`config.mk`:
```
export PLATFORM = sky130hd
export DESIGN_NAME = truss_hdl_watchdog
export DESIGN_NICKNAME = d
export VERILOG_FILES = /design/src/rtl/truss_hdl_pkg.sv /design/src/rtl/truss_kick_prio_enc.sv /design/src/rtl/truss_hdl_watchdog.sv
export SDC_FILE = /design/constraint.sdc
export NUM_CORES = 1
export LEC_CHECK = 0
export CORE_AREA = 10 10 105 107
export DETAILED_ROUTE_END_ITERATION = 8
export DIE_AREA = 0 0 115 117
export MAX_ROUTING_LAYER = met4
export PLACE_DENSITY = 0.82
export SYNTH_ARGS = -nofsm -noshare
export SYNTH_HDL_FRONTEND = slang
export SYNTH_SLANG_ARGS = --single-unit
```
`constraint.sdc`:
```
create_clock -name clk -period 5.2 [get_ports clk]
set_input_delay 0.52 -clock clk [delete_from_list [all_inputs] [get_ports clk]]
set_output_delay 0.52 -clock clk [all_outputs]
set_load 0.05 [all_outputs]
```
`src/rtl/truss_hdl_pkg.sv`:
```
// Shared types and constants for the HDL-side truss watchdog.
package truss_hdl_pkg;

    typedef enum logic [1:0] {
        WD_IDLE    = 2'd0,
        WD_ARMED   = 2'd1,
        WD_EXPIRED = 2'd2
    } wd_state_t;

    localparam int unsigned EXPIRY_CNT_W = 8;

endpackage

```
`src/rtl/truss_kick_prio_enc.sv`:
```
// Fixed-priority encoder: reports whether any kick is set and the lowest set index.
module truss_kick_prio_enc #(
    parameter int unsigned NUM_SOURCES = 4,
    localparam int unsigned SRC_W = (NUM_SOURCES > 1) ? $clog2(NUM_SOURCES) : 1
) (
    input  logic [NUM_SOURCES-1:0] req,
    output logic                   any_kick,
    output logic [SRC_W-1:0]       index
);

    always_comb begin
        any_kick = |req;
        index    = '0;
        // Walk downwards so the lowest set index is the one left standing.
        for (int i = int'(NUM_SOURCES) - 1; i >= 0; i--) begin
            if (req[i]) begin
                index = SRC_W'(i);
            end
        end
    end

endmodule

```
`src/rtl/truss_hdl_watchdog.sv`:
```
// Cycle-counting watchdog driving the truss hdl_timeout_/hdl_timeout_count_ pair.
module truss_hdl_watchdog
    import truss_hdl_pkg::*;
#(
    parameter int unsigned COUNTER_WIDTH = 32,
    parameter int unsigned NUM_SOURCES   = 4,
    localparam int unsigned SRC_W = (NUM_SOURCES > 1) ? $clog2(NUM_SOURCES) : 1
) (
    input  logic                     clk,
    input  logic                     reset_n,
    input  logic                     cfg_valid,
    output logic                     cfg_ready,
    input  logic [COUNTER_WIDTH-1:0] cfg_limit,
    input  logic [NUM_SOURCES-1:0]   cfg_src_en,
    input  logic                     arm,
    input  logic                     disarm,
    input  logic [NUM_SOURCES-1:0]   kick,
    output logic                     hdl_timeout_,
    output logic [COUNTER_WIDTH-1:0] hdl_timeout_count_,
    output logic [SRC_W-1:0]         last_src,
    output logic [EXPIRY_CNT_W-1:0]  expiries,
    output logic [1:0]               state
);

    localparam logic [COUNTER_WIDTH-1:0] CNT_ONE = COUNTER_WIDTH'(1);
    localparam logic [EXPIRY_CNT_W-1:0]  EXP_MAX = '1;
    localparam logic [EXPIRY_CNT_W-1:0]  EXP_ONE = EXPIRY_CNT_W'(1);

    wd_state_t                state_q, state_d;
    logic [COUNTER_WIDTH-1:0] cnt_q, cnt_d;
    logic [COUNTER_WIDTH-1:0] limit_q;
    logic [NUM_SOURCES-1:0]   src_en_q;
    logic [SRC_W-1:0]         last_src_q, last_src_d;
    logic [EXPIRY_CNT_W-1:0]  expiries_q, expiries_d;
    logic                     timeout_n_q, timeout_n_d;

    logic                     any_kick;
    logic [SRC_W-1:0]         kick_idx;

    truss_kick_prio_enc #(
        .NUM_SOURCES(NUM_SOURCES)
    ) u_prio_enc (
        .req      (kick & src_en_q),
        .any_kick (any_kick),
        .index    (kick_idx)
    );

    assign cfg_ready = (state_q == WD_IDLE) || (state_q == WD_EXPIRED);

    always_ff @(posedge clk or negedge reset_n) begin
        if (!reset_n) begin
            limit_q  <= '0;
            src_en_q <= '0;
        end else if (cfg_valid && cfg_ready) begin
            limit_q  <= cfg_limit;
            src_en_q <= cfg_src_en;
        end
    end

    always_comb begin
        state_d     = state_q;
        cnt_d       = cnt_q;
        last_src_d  = last_src_q;
        expiries_d  = expiries_q;
        timeout_n_d = timeout_n_q;

        if (disarm) begin
            state_d     = WD_IDLE;
            cnt_d       = '0;
            timeout_n_d = 1'b1;
        end else begin
            unique case (state_q)
                WD_IDLE: begin
                    if (arm && (|limit_q) && (|src_en_q)) begin
                        state_d = WD_ARMED;
                        cnt_d   = '0;
                    end
                end
                WD_ARMED: begin
                    if (arm) begin
                        cnt_d = '0;
                    end else if (any_kick) begin
                        cnt_d      = '0;
                        last_src_d = kick_idx;
                    end else begin
                        cnt_d = cnt_q + CNT_ONE;
                        // Reaching the limit on this edge is the expiry; cnt never passes limit.
                        if (cnt_q == limit_q - CNT_ONE) begin
                            state_d     = WD_EXPIRED;
                            timeout_n_d = 1'b0;
                            if (expiries_q != EXP_MAX) begin
                                expiries_d = expiries_q + EXP_ONE;
                            end
                        end
                    end
                end
                WD_EXPIRED: begin
                end
                default: begin
                    state_d     = WD_IDLE;
                    cnt_d       = '0;
                    timeout_n_d = 1'b1;
                end
            endcase
        end
    end

    always_ff @(posedge clk or negedge reset_n) begin
        if (!reset_n) begin
            state_q     <= WD_IDLE;
            cnt_q       <= '0;
            last_src_q  <= '0;
            expiries_q  <= '0;
            timeout_n_q <= 1'b1;
        end else begin
            state_q     <= state_d;
            cnt_q       <= cnt_d;
            last_src_q  <= last_src_d;
            expiries_q  <= expiries_d;
            timeout_n_q <= timeout_n_d;
        end
    end

    assign hdl_timeout_       = timeout_n_q;
    assign hdl_timeout_count_ = cnt_q;
    assign last_src           = last_src_q;
    assign expiries           = expiries_q;
    assign state              = state_q;

endmodule

```
==> run_results.csv, run 1 <==
group,metric,value,unit
status,status,"completed",
cells_and_area,syn_to_final_growth,25.77,%
floorplanning,fp.dieH,117,um
worst_setup_path,crit_top_cell,"nor4_4",
synthesis,ys_types,51,
timing,setup_violations,0,
worst_setup_path,slowest_stage,"or3b_1",
floorplanning,coreArea,9021,um^2
worst_setup_path,startpoint_type,"register",
synthesis,syn_area_per_cell,9.870,um^2
cells_and_area,finalNetCount,616,
floorplanning,die_x,115,um
synthesis,synth_fp_nets,531,
global_route,antenna_found_initial,0,
routing,wire_per_inst,18.63,um
synthesis,yosysSeqAreaShare,0.4255,
synthesis,synth-seq-cells,81,
floorplanning,start_util,0.5284,
worst_setup_path,timing.rr.start,"limit_q[0]$_DFFE_PN0P_",
cells_and_area,num-fill-cells,713,
clocking,clockRootBuffer,"clkbuf_8",
timing,slew_viol_final,0,
worst_setup_path,crit_chain,"inv_1, ha_1, or3b_1, nor4_4, nand4_1, a211oi_1, o22ai_1, nor4_4, nand4b_2, mux2_4",
worst_setup_path,worstSetupEndpointType,"register",
min_path,hold_path.class,"primary input to asynchronous set/reset pin",
routing,drt-pass1-iter-count,5,
routing,drt_iter0_markers,295,
timing,max_freq,281.8,MHz
routing,routed-via-count,4115,
timing,hold_viol_final,0,
timing,worstMarginPinSlew,1.059,ns
timing,period_minus_slack,3.548,ns
routing,drcViolationCount,0,
synthesis,syn_inst,483,
worst_setup_path,required,5.45,ns
synthesis,yosys.area.top_type,"dfrtp_1",
global_route,grt_start_max_net_pins,82,
timing,rsz0062_at_grt,"false",
run,maxCapViolCount,0,
synthesis,synth_top_area_share,0.4199,
floorplanning,die-area,13460,um^2
placement,hpwl,9430,um
global_route,grt_pass1_wl,21000,um
worst_setup_path,slowest_delay,0.55,ns
clocking,clock_path_buffers,2,
pwr,power.density,278.7,nW/um^2
worst_setup_path,crit_fanout,9,
timing,tns,0,ns
synthesis,synth_warnings,0,
clocking,clkTransAtPathRegs,0.09,ns
global_route,grt_overflow,0,
floorplanning,placementRows,35,
clocking,htree_levels,3,
cells_and_area,final_cell_mix,"clkdlybuf4s50_1, dfrtp_1, nor2_1",
clocking,cts_hold_buf,0,
floorplanning,pin_count,91,
pwr,p_leak,2.297,nW
synthesis,yosys-top-cells-area,"dfrtp_1, mux2_2, xnor2_1, xor2_1, nor2_1",
cells_and_area,final_common_cell,"clkdlybuf4s50_1",
routing,routed_wl,12740,um
pwr,ir_drop,0.1474,mV
timing,fin_crit_sh,0.6824,
timing,slew_headroom,0.2923,
clocking,clk_latency,0.37,ns
clocking,post_cts_buffers,0,
synthesis,synth_flop_cell,"dfrtp_1",
synthesis,syn_area,4767,um^2
timing,skew,0.01286,ns
global_route,grt_pass1_vias,4147,
placement,place.gp.congestion,0.9406,
worst_setup_path,path_delay_family,"simple AND/OR/NAND/NOR gates",
cells_and_area,drive_above_1_share,0.1239,
worst_setup_path,path_buf_inv,1,
clocking,cts_sinks,81,
clocking,cts_tree,"yes",
routing,antenna_left,0,
placement,numPortBuffers,90,
clocking,cts_buffers,9,
synthesis,ys_async_sr_fraction,1.000,
worst_setup_path,worstPathArrival,3.80,ns
worst_setup_path,crit_path_start,"limit_q[0]$_DFFE_PN0P_",
clocking,cts_resized,0,
cells_and_area,diodes,0,
worst_setup_path,crit_type,"register to register",
routing,vias_per_cell,6.016,
global_route,grt_usage,0.1985,
synthesis,synth-edff-count,0,
cells_and_area,fin_util,0.6646,
==> logic make-up (layout without fill, tap and decap cells) <==
group           Yosys count  in the layout  synth area share
buf+inv                  28            118           0.02441
mux                      35             35           0.08346
flops                    81             81            0.4255
simple gates            198            198            0.2396
compound gates           61             61           0.07612
xor+xnor                 77             77            0.1430
fa+ha+maj                 3              3          0.007875
==> stage by stage <==
step | total power, mW | std cells | worst slack [ns] | cell area (um^2) | hold WS, ns
finish | 1.671 | 684 | 1.652 | 5996 | 0.2963
floorplan | 0.9816 | 483 | 2.257 | 4767 | 0.2244
detailed placement | 1.099 | 668 | 1.786 | 5744 | 0.4795
global placement | 1.084 | 668 | 1.900 | 5744 | 0.4749
global route | 1.737 | 684 | 1.408 | 5996 | 0.3914
CTS | 1.675 | 684 | 1.746 | 5996 | 0.3499
==> area by class of cell <==
cell class	instances	area, um^2	area share
Clock inverter	6	113.9	0.01899
Multi-Input combinational cell	374	2630	0.4386
Inverter	11	41.29	0.006886
Tap cell	111	138.9	0.02316
Timing Repair Buffer	91	905.9	0.1511
Sequential cell	81	2028	0.3383
Clock buffer	10	137.6	0.02295
==> synth_stat cells (2+ instances only) <==
library cell,count
dfrtp_1,80
nor2_1,44
xnor2_1,42
nand2_1,36
mux2_2,34
xor2_1,34
o21ai_0,22
nand3_1,17
a21oi_1,16
nor3_1,16
nand4_1,15
nor4_1,14
inv_1,11
or3_1,11
clkbuf_1,10
a31oi_1,8
nand2b_1,7
and4_1,5
and3_1,4
a22o_1,3
buf_1,3
buf_2,3
ha_1,3
nor2b_1,3
nor3b_1,3
nor4_2,3
nor4_4,3
or4_1,3
or4_4,3
a32oi_1,2
nor4b_1,2
o22ai_1,2
o31a_1,2
or2_2,2
==> worst reg2reg max path: cells and delay by family, from the launching register on <==
kind,cells,cell delay (ns)
muxes,1,0.33
AOI/OAI and AO/OA,2,0.50
DFF,1,0.45
and+or+nand+nor,5,1.74
adders and majority gates,1,0.31
buffers and inverters,1,0.10
==> power breakdown <==
part	switching (mW)	internal, mW
clock network	0.244	0.334
registers	0.0814	0.680
logic	0.171	0.160
==> state kept, by name, summed over array words and instances, names as in the netlist <==
register,flops
hdl_timeout_count_,32
last_src,2
state,2
limit_q,32
expiries,8
src_en_q,4
hdl_timeout_,1
==> per-layer routing <==
layer  share of wire  wire length, um  up-vias  global-route usage
met5               0                0        -                   -
met4           0.020              257        0             0.07096
met3           0.069              883       23             0.04638
met2            0.48             6134      180              0.3217
met1            0.43             5465     2007              0.2377
li1                -                -     1905                   -
==> worst paths after layout <==
check                                                endpoint  slack [ns]  depth (start not counted)
setup / recovery                      expiries[1]$_DFFE_PN0P_        1.65                         10
hold / removal             hdl_timeout_count_[26]$_DFFE_PN0P_        0.30                          1
setup reg to reg                      expiries[1]$_DFFE_PN0P_        1.65                         10
hold reg to reg                      hdl_timeout_$_DFFE_PN1P_        0.49                          2
max in group asynchronous             limit_q[17]$_DFFE_PN0P_        4.25                          1
min in group clk                     hdl_timeout_$_DFFE_PN1P_        0.49                          2
Power figures use the tool's default switching activity.
==> inputs of run 2 (changes only) <==
--- a/config.mk
+++ b/config.mk
@@ -5,11 +5,11 @@
 export SDC_FILE = /design/constraint.sdc
 export NUM_CORES = 1
 export LEC_CHECK = 0
-export CORE_AREA = 10 10 105 107
+export CORE_AREA = 10 10 111 113
 export DETAILED_ROUTE_END_ITERATION = 8
-export DIE_AREA = 0 0 115 117
+export DIE_AREA = 0 0 121 123
 export MAX_ROUTING_LAYER = met4
-export PLACE_DENSITY = 0.82
+export PLACE_DENSITY = 0.76
 export SYNTH_ARGS = -nofsm -noshare
 export SYNTH_HDL_FRONTEND = slang
 export SYNTH_SLANG_ARGS = --single-unit
==> constraint.sdc (replaced) <==
create_clock -name clk -period 3.26 [get_ports clk]
set_input_delay 0.326 -clock clk [delete_from_list [all_inputs] [get_ports clk]]
set_output_delay 0.326 -clock clk [all_outputs]
set_load 0.05 [all_outputs]
==> run_results.csv, run 2 (synthesis gave the netlist of run 1 again) <==
group,metric,value,unit
clocking,cts_tree,"yes",
status,status,"completed",
global_route,grt_overflow,0,
timing,fin_ws,0.2947,ns
timing,tns,0,ns
routing,drt-pass1-iter-count,4,
placement,place.gp.congestion,0.9627,
floorplanning,coreArea,10140,um^2
timing,hold_viol_final,0,
worst_setup_path,crit_fanout,7,
clocking,htree_levels,3,
timing,worstMarginPinSlew,1.002,ns
floorplanning,placementRows,37,
timing,slew_headroom,0.3319,
routing,wire_per_inst,17.40,um
global_route,antenna_found_initial,0,
pwr,ir_drop,0.2004,mV
timing,fin_hold_ws,0.1290,ns
timing,slew_viol_final,0,
placement,post-place-ws,0.3621,ns
timing,max_freq,337.2,MHz
global_route,grt_start_max_net_pins,82,
global_route,grt_pass1_wl,20820,um
worst_setup_path,reg2reg_depth,10,
cells_and_area,finalNetCount,629,
floorplanning,die_x,121,um
floorplanning,fp.dieH,123,um
routing,drcViolationCount,0,
worst_setup_path,worstPathArrival,3.22,ns
cells_and_area,final_common_cell,"clkdlybuf4s50_1",
placement,placed_cell_area,5873,um^2
pwr,p_leak,2.333,nW
timing,period_minus_slack,2.965,ns
routing,routed_wl,12570,um
routing,drt_iter0_markers,278,
global_route,grt_usage,0.1778,
cells_and_area,final_cell_mix,"clkdlybuf4s50_1, dfrtp_1, nor2_1",
clocking,cts_sinks,81,
pwr,finalPower,2.460,mW
clocking,clk_latency,0.37,ns
floorplanning,start_util,0.4702,
clocking,clkTransAtPathRegs,0.09,ns
cells_and_area,design_area,6058,um^2
worst_setup_path,slowest_delay,0.50,ns
clocking,clockRootBuffer,"clkbuf_8",
routing,antenna_left,0,
routing,routed-via-count,4031,
cells_and_area,drive_above_1_share,0.1433,
worst_setup_path,crit_top_cell,"nor4_4",
floorplanning,die-area,14880,um^2
cells_and_area,syn_to_final_growth,27.09,%
run,maxCapViolCount,0,
clocking,cts_hold_buf,0,
timing,rsz0062_at_grt,"false",
worst_setup_path,crit_chain,"inv_1, ha_1, or3b_1, nor4_4, nand4_1, a211oi_1, o22ai_1, nor4_4, nand4b_2, mux2_4",
clocking,cts_buffers,9,
cells_and_area,num-fill-cells,844,
global_route,grt_pass1_vias,4174,
worst_setup_path,worstSetupEndpointType,"register",
clocking,clock_path_buffers,2,
min_path,hold_path.class,"primary input to asynchronous set/reset pin",
routing,vias_per_cell,5.583,
timing,setup_violations,0,
floorplanning,pin_count,91,
clocking,cts_resized,0,
worst_setup_path,slowest_stage,"or3b_1",
pwr,power.density,406.1,nW/um^2
clocking,post_cts_buffers,0,
worst_setup_path,crit_type,"register to register",
placement,numPortBuffers,90,
worst_setup_path,startpoint_type,"register",
timing,skew,0.01637,ns
worst_setup_path,required,3.51,ns
cells_and_area,diodes,0,
placement,hpwl,9544,um
timing,fin_crit_sh,0.9096,
-- run 2: path summary, 6_finish.rpt --
kind                                          start                                 end  slack, ns
setup / recovery             limit_q[0]$_DFFE_PN0P_             expiries[1]$_DFFE_PN0P_       0.29
hold / removal                              reset_n  hdl_timeout_count_[26]$_DFFE_PN0P_       0.13
setup reg to reg             limit_q[0]$_DFFE_PN0P_             expiries[1]$_DFFE_PN0P_       0.29
hold reg to reg            hdl_timeout_$_DFFE_PN1P_            hdl_timeout_$_DFFE_PN1P_       0.50
max in group asynchronous                   reset_n             expiries[7]$_DFFE_PN0P_       2.50
min in group clk           hdl_timeout_$_DFFE_PN1P_            hdl_timeout_$_DFFE_PN1P_       0.50
-- run 2: stage by stage --
stage	util	cells
3_3_place_gp	0.5793	706
6_report	0.5976	722
3_5_place_dp	0.5793	706
2_1_floorplan	-	483
5_1_grt	0.5976	722
4_1_cts	0.5976	722
-- run 2: cell type report --
class | count | area (um^2) | share of cell area
Sequential cell | 81 | 2028 | 0.3348
Multi-Input combinational cell | 374 | 2630 | 0.4341
Tap cell | 136 | 170.2 | 0.02809
Timing Repair Buffer | 104 | 1003 | 0.1656
Inverter | 11 | 41.29 | 0.006815
Clock inverter | 7 | 61.31 | 0.01012
Clock buffer | 9 | 123.9 | 0.02045
-- run 2: layer usage --
metal	wire length, um	share of wire	vias up	GRT usage
met5	0	0	-	-
met4	190	0.015	0	0.05807
met3	783	0.062	16	0.03601
met2	6131	0.49	125	0.2952
met1	5461	0.43	1967	0.2124
li1	-	-	1923	-
-- run 2: power breakdown --
part	internal [mW]	switching [mW]	leakage [nW]
Sequential	1.09	0.126	1.04
Combinational	0.266	0.275	1.20
Clock	0.290	0.418	0.0884
-- run 2: critical path, delay by kind of cell, from the launching register on --
kind | cells | cell delay [ns]
simple gates | 5 | 1.41
flops | 1 | 0.45
compound gates | 2 | 0.40
mux | 1 | 0.33
fa+ha+maj | 1 | 0.16
buf+inv | 1 | 0.11
==> inputs of run 3 (changes only) <==
--- a/config.mk
+++ b/config.mk
@@ -5,9 +5,11 @@
 export SDC_FILE = /design/constraint.sdc
 export NUM_CORES = 1
 export LEC_CHECK = 0
+export ABC_CLOCK_PERIOD_IN_PS = 3260
 export CORE_AREA = 10 10 111 113
 export DETAILED_ROUTE_END_ITERATION = 8
 export DIE_AREA = 0 0 121 123
+export GPL_ROUTABILITY_DRIVEN = 0
 export MAX_ROUTING_LAYER = met4
 export PLACE_DENSITY = 0.76
 export SYNTH_ARGS = -nofsm -noshare
==> run_results.csv, run 3 (synthesis gave the netlist of run 1 again) <==
group,metric,value,unit
status,status,"completed",
global_route,met3_usage,0.02963,
timing,skew,0.006379,ns
timing,tns,0,ns
routing,drt_iter0_markers,326,
cells_and_area,final_common_cell,"clkdlybuf4s50_1",
cells_and_area,regArea,2028,um^2
run,maxCapViolCount,0,
worst_setup_path,worstSetupEndpointType,"register",
timing,hold_viol_final,0,
clocking,clockRootBuffer,"clkbuf_8",
global_route,grt_start_max_net_pins,82,
clocking,clock_path_buffers,2,
floorplanning,start_util,0.4702,
global_route,grt_usage,0.1753,
worst_setup_path,crit_type,"register to register",
clocking,cts_tree,"yes",
timing,period_minus_slack,2.957,ns
timing,worstMarginPinSlew,1.033,ns
clocking,clkTransAtPathRegs,0.08,ns
routing,routed-via-count,4053,
clocking,cts_hold_buf,0,
routing,drcViolationCount,0,
routing,antenna_left,0,
global_route,grt_pass1_vias,4010,
global_route,grtUsageMet1,0.2176,
pwr,finalPower,2.628,mW
floorplanning,coreArea,10140,um^2
placement,post-place-ws,0.3467,ns
timing,setup_violations,0,
timing,slew_viol_final,0,
timing,rsz0062_at_grt,"false",
floorplanning,die_x,121,um
clocking,clk_latency,0.36,ns
routing,wire_per_inst,17.56,um
clocking,cts_buffers,9,
floorplanning,die-area,14880,um^2
clocking,post_cts_buffers,0,
cells_and_area,multi_input_area,2630,um^2
global_route,use_met2,0.2844,
placement,hpwl,9381,um
worst_setup_path,required,3.56,ns
worst_setup_path,startpoint_type,"register",
clocking,cts_sinks,81,
routing,routed_wl,12660,um
pwr,ir_drop,0.2283,mV
worst_setup_path,crit_fanout,7,
placement,numPortBuffers,90,
clocking,cts_resized,0,
cells_and_area,num-fill-cells,830,
worst_setup_path,worstPathArrival,3.26,ns
global_route,antenna_found_initial,0,
cells_and_area,diodes,0,
min_path,hold_path.class,"primary input to asynchronous set/reset pin",
cells_and_area,fin_util,0.6021,
pwr,p_leak,2.360,nW
routing,vias_per_cell,5.621,
timing,slew_headroom,0.3115,
cells_and_area,finalNetCount,629,
global_route,grt_pass1_wl,20380,um
floorplanning,placementRows,37,
cells_and_area,syn_to_final_growth,28.06,%
clocking,htree_levels,3,
cells_and_area,final_cell_mix,"clkdlybuf4s50_1, dfrtp_1, nor2_1",
global_route,grt_overflow,0,
cells_and_area,drive_above_1_share,0.1419,
pwr,power.density,430.5,nW/um^2
timing,fin_ws,0.3026,ns
global_route,busiest_layer,"met2",
timing,fin_crit_sh,0.9072,
timing,max_freq,338.1,MHz
floorplanning,pin_count,91,
floorplanning,fp.dieH,123,um
routing,drt-pass1-iter-count,6,
## run 3: worst max-delay path, cell delays in order (launching register included)
cell and delay [ns]:
dfrtp_1 0.44, inv_1 0.10, ha_1 0.17, or3b_1 0.51, nor4_4 0.31, nand4_1 0.24
a211oi_1 0.24, o22ai_1 0.13, nor4_4 0.19, buf_4 0.19, and4_1 0.23, o22a_1 0.15
## run 3: final timing paths
| check | start | to | slack [ns] | depth (start not counted) |
|---|---|---|---|---|
| worst max-delay path | limit_q[0]$_DFFE_PN0P_ | state[1]$_DFFE_PN0P_ | 0.30 | 11 |
| worst min-delay path | reset_n | hdl_timeout_count_[26]$_DFFE_PN0P_ | 0.15 | 1 |
| worst max register to register | limit_q[0]$_DFFE_PN0P_ | state[1]$_DFFE_PN0P_ | 0.30 | 11 |
| worst min register to register | hdl_timeout_$_DFFE_PN1P_ | hdl_timeout_$_DFFE_PN1P_ | 0.51 | 2 |
| max in group asynchronous | reset_n | hdl_timeout_count_[4]$_DFFE_PN0P_ | 2.46 | 1 |
| min in group clk | hdl_timeout_$_DFFE_PN1P_ | hdl_timeout_$_DFFE_PN1P_ | 0.51 | 2 |
## run 3: stage by stage
step | hold slack (ns) | cells | instance area, um^2
finish | 0.1470 | 721 | 6105
global route | 0.2231 | 721 | 6105
CTS | 0.1777 | 721 | 6105
detailed placement | 0.4951 | 706 | 5873
global placement | 0.4794 | 706 | 5873
floorplan | 0.03041 | 483 | 4767
## run 3: layout make-up
class	instances	area share
multi-input cells	374	0.4308
repair buffers	104	0.1644
flip-flops and latches	81	0.3322
clock buffers	9	0.02029
well taps	136	0.02787
inverters	11	0.006764
clock inverters	6	0.01763
## run 3: power breakdown
| part | internal (mW) | switching, mW |
|---|---|---|
| registers | 1.09 | 0.125 |
| clock network | 0.502 | 0.372 |
| logic | 0.266 | 0.278 |
| total | 1.85 | 0.774 |
## run 3: per-layer routing
metal  vias to the layer above  part of all wire
met4                         0             0.016
met5                         -                 0
met1                      1952              0.44
li1                       1916                 -
met3                        22             0.057
met2                       163              0.49
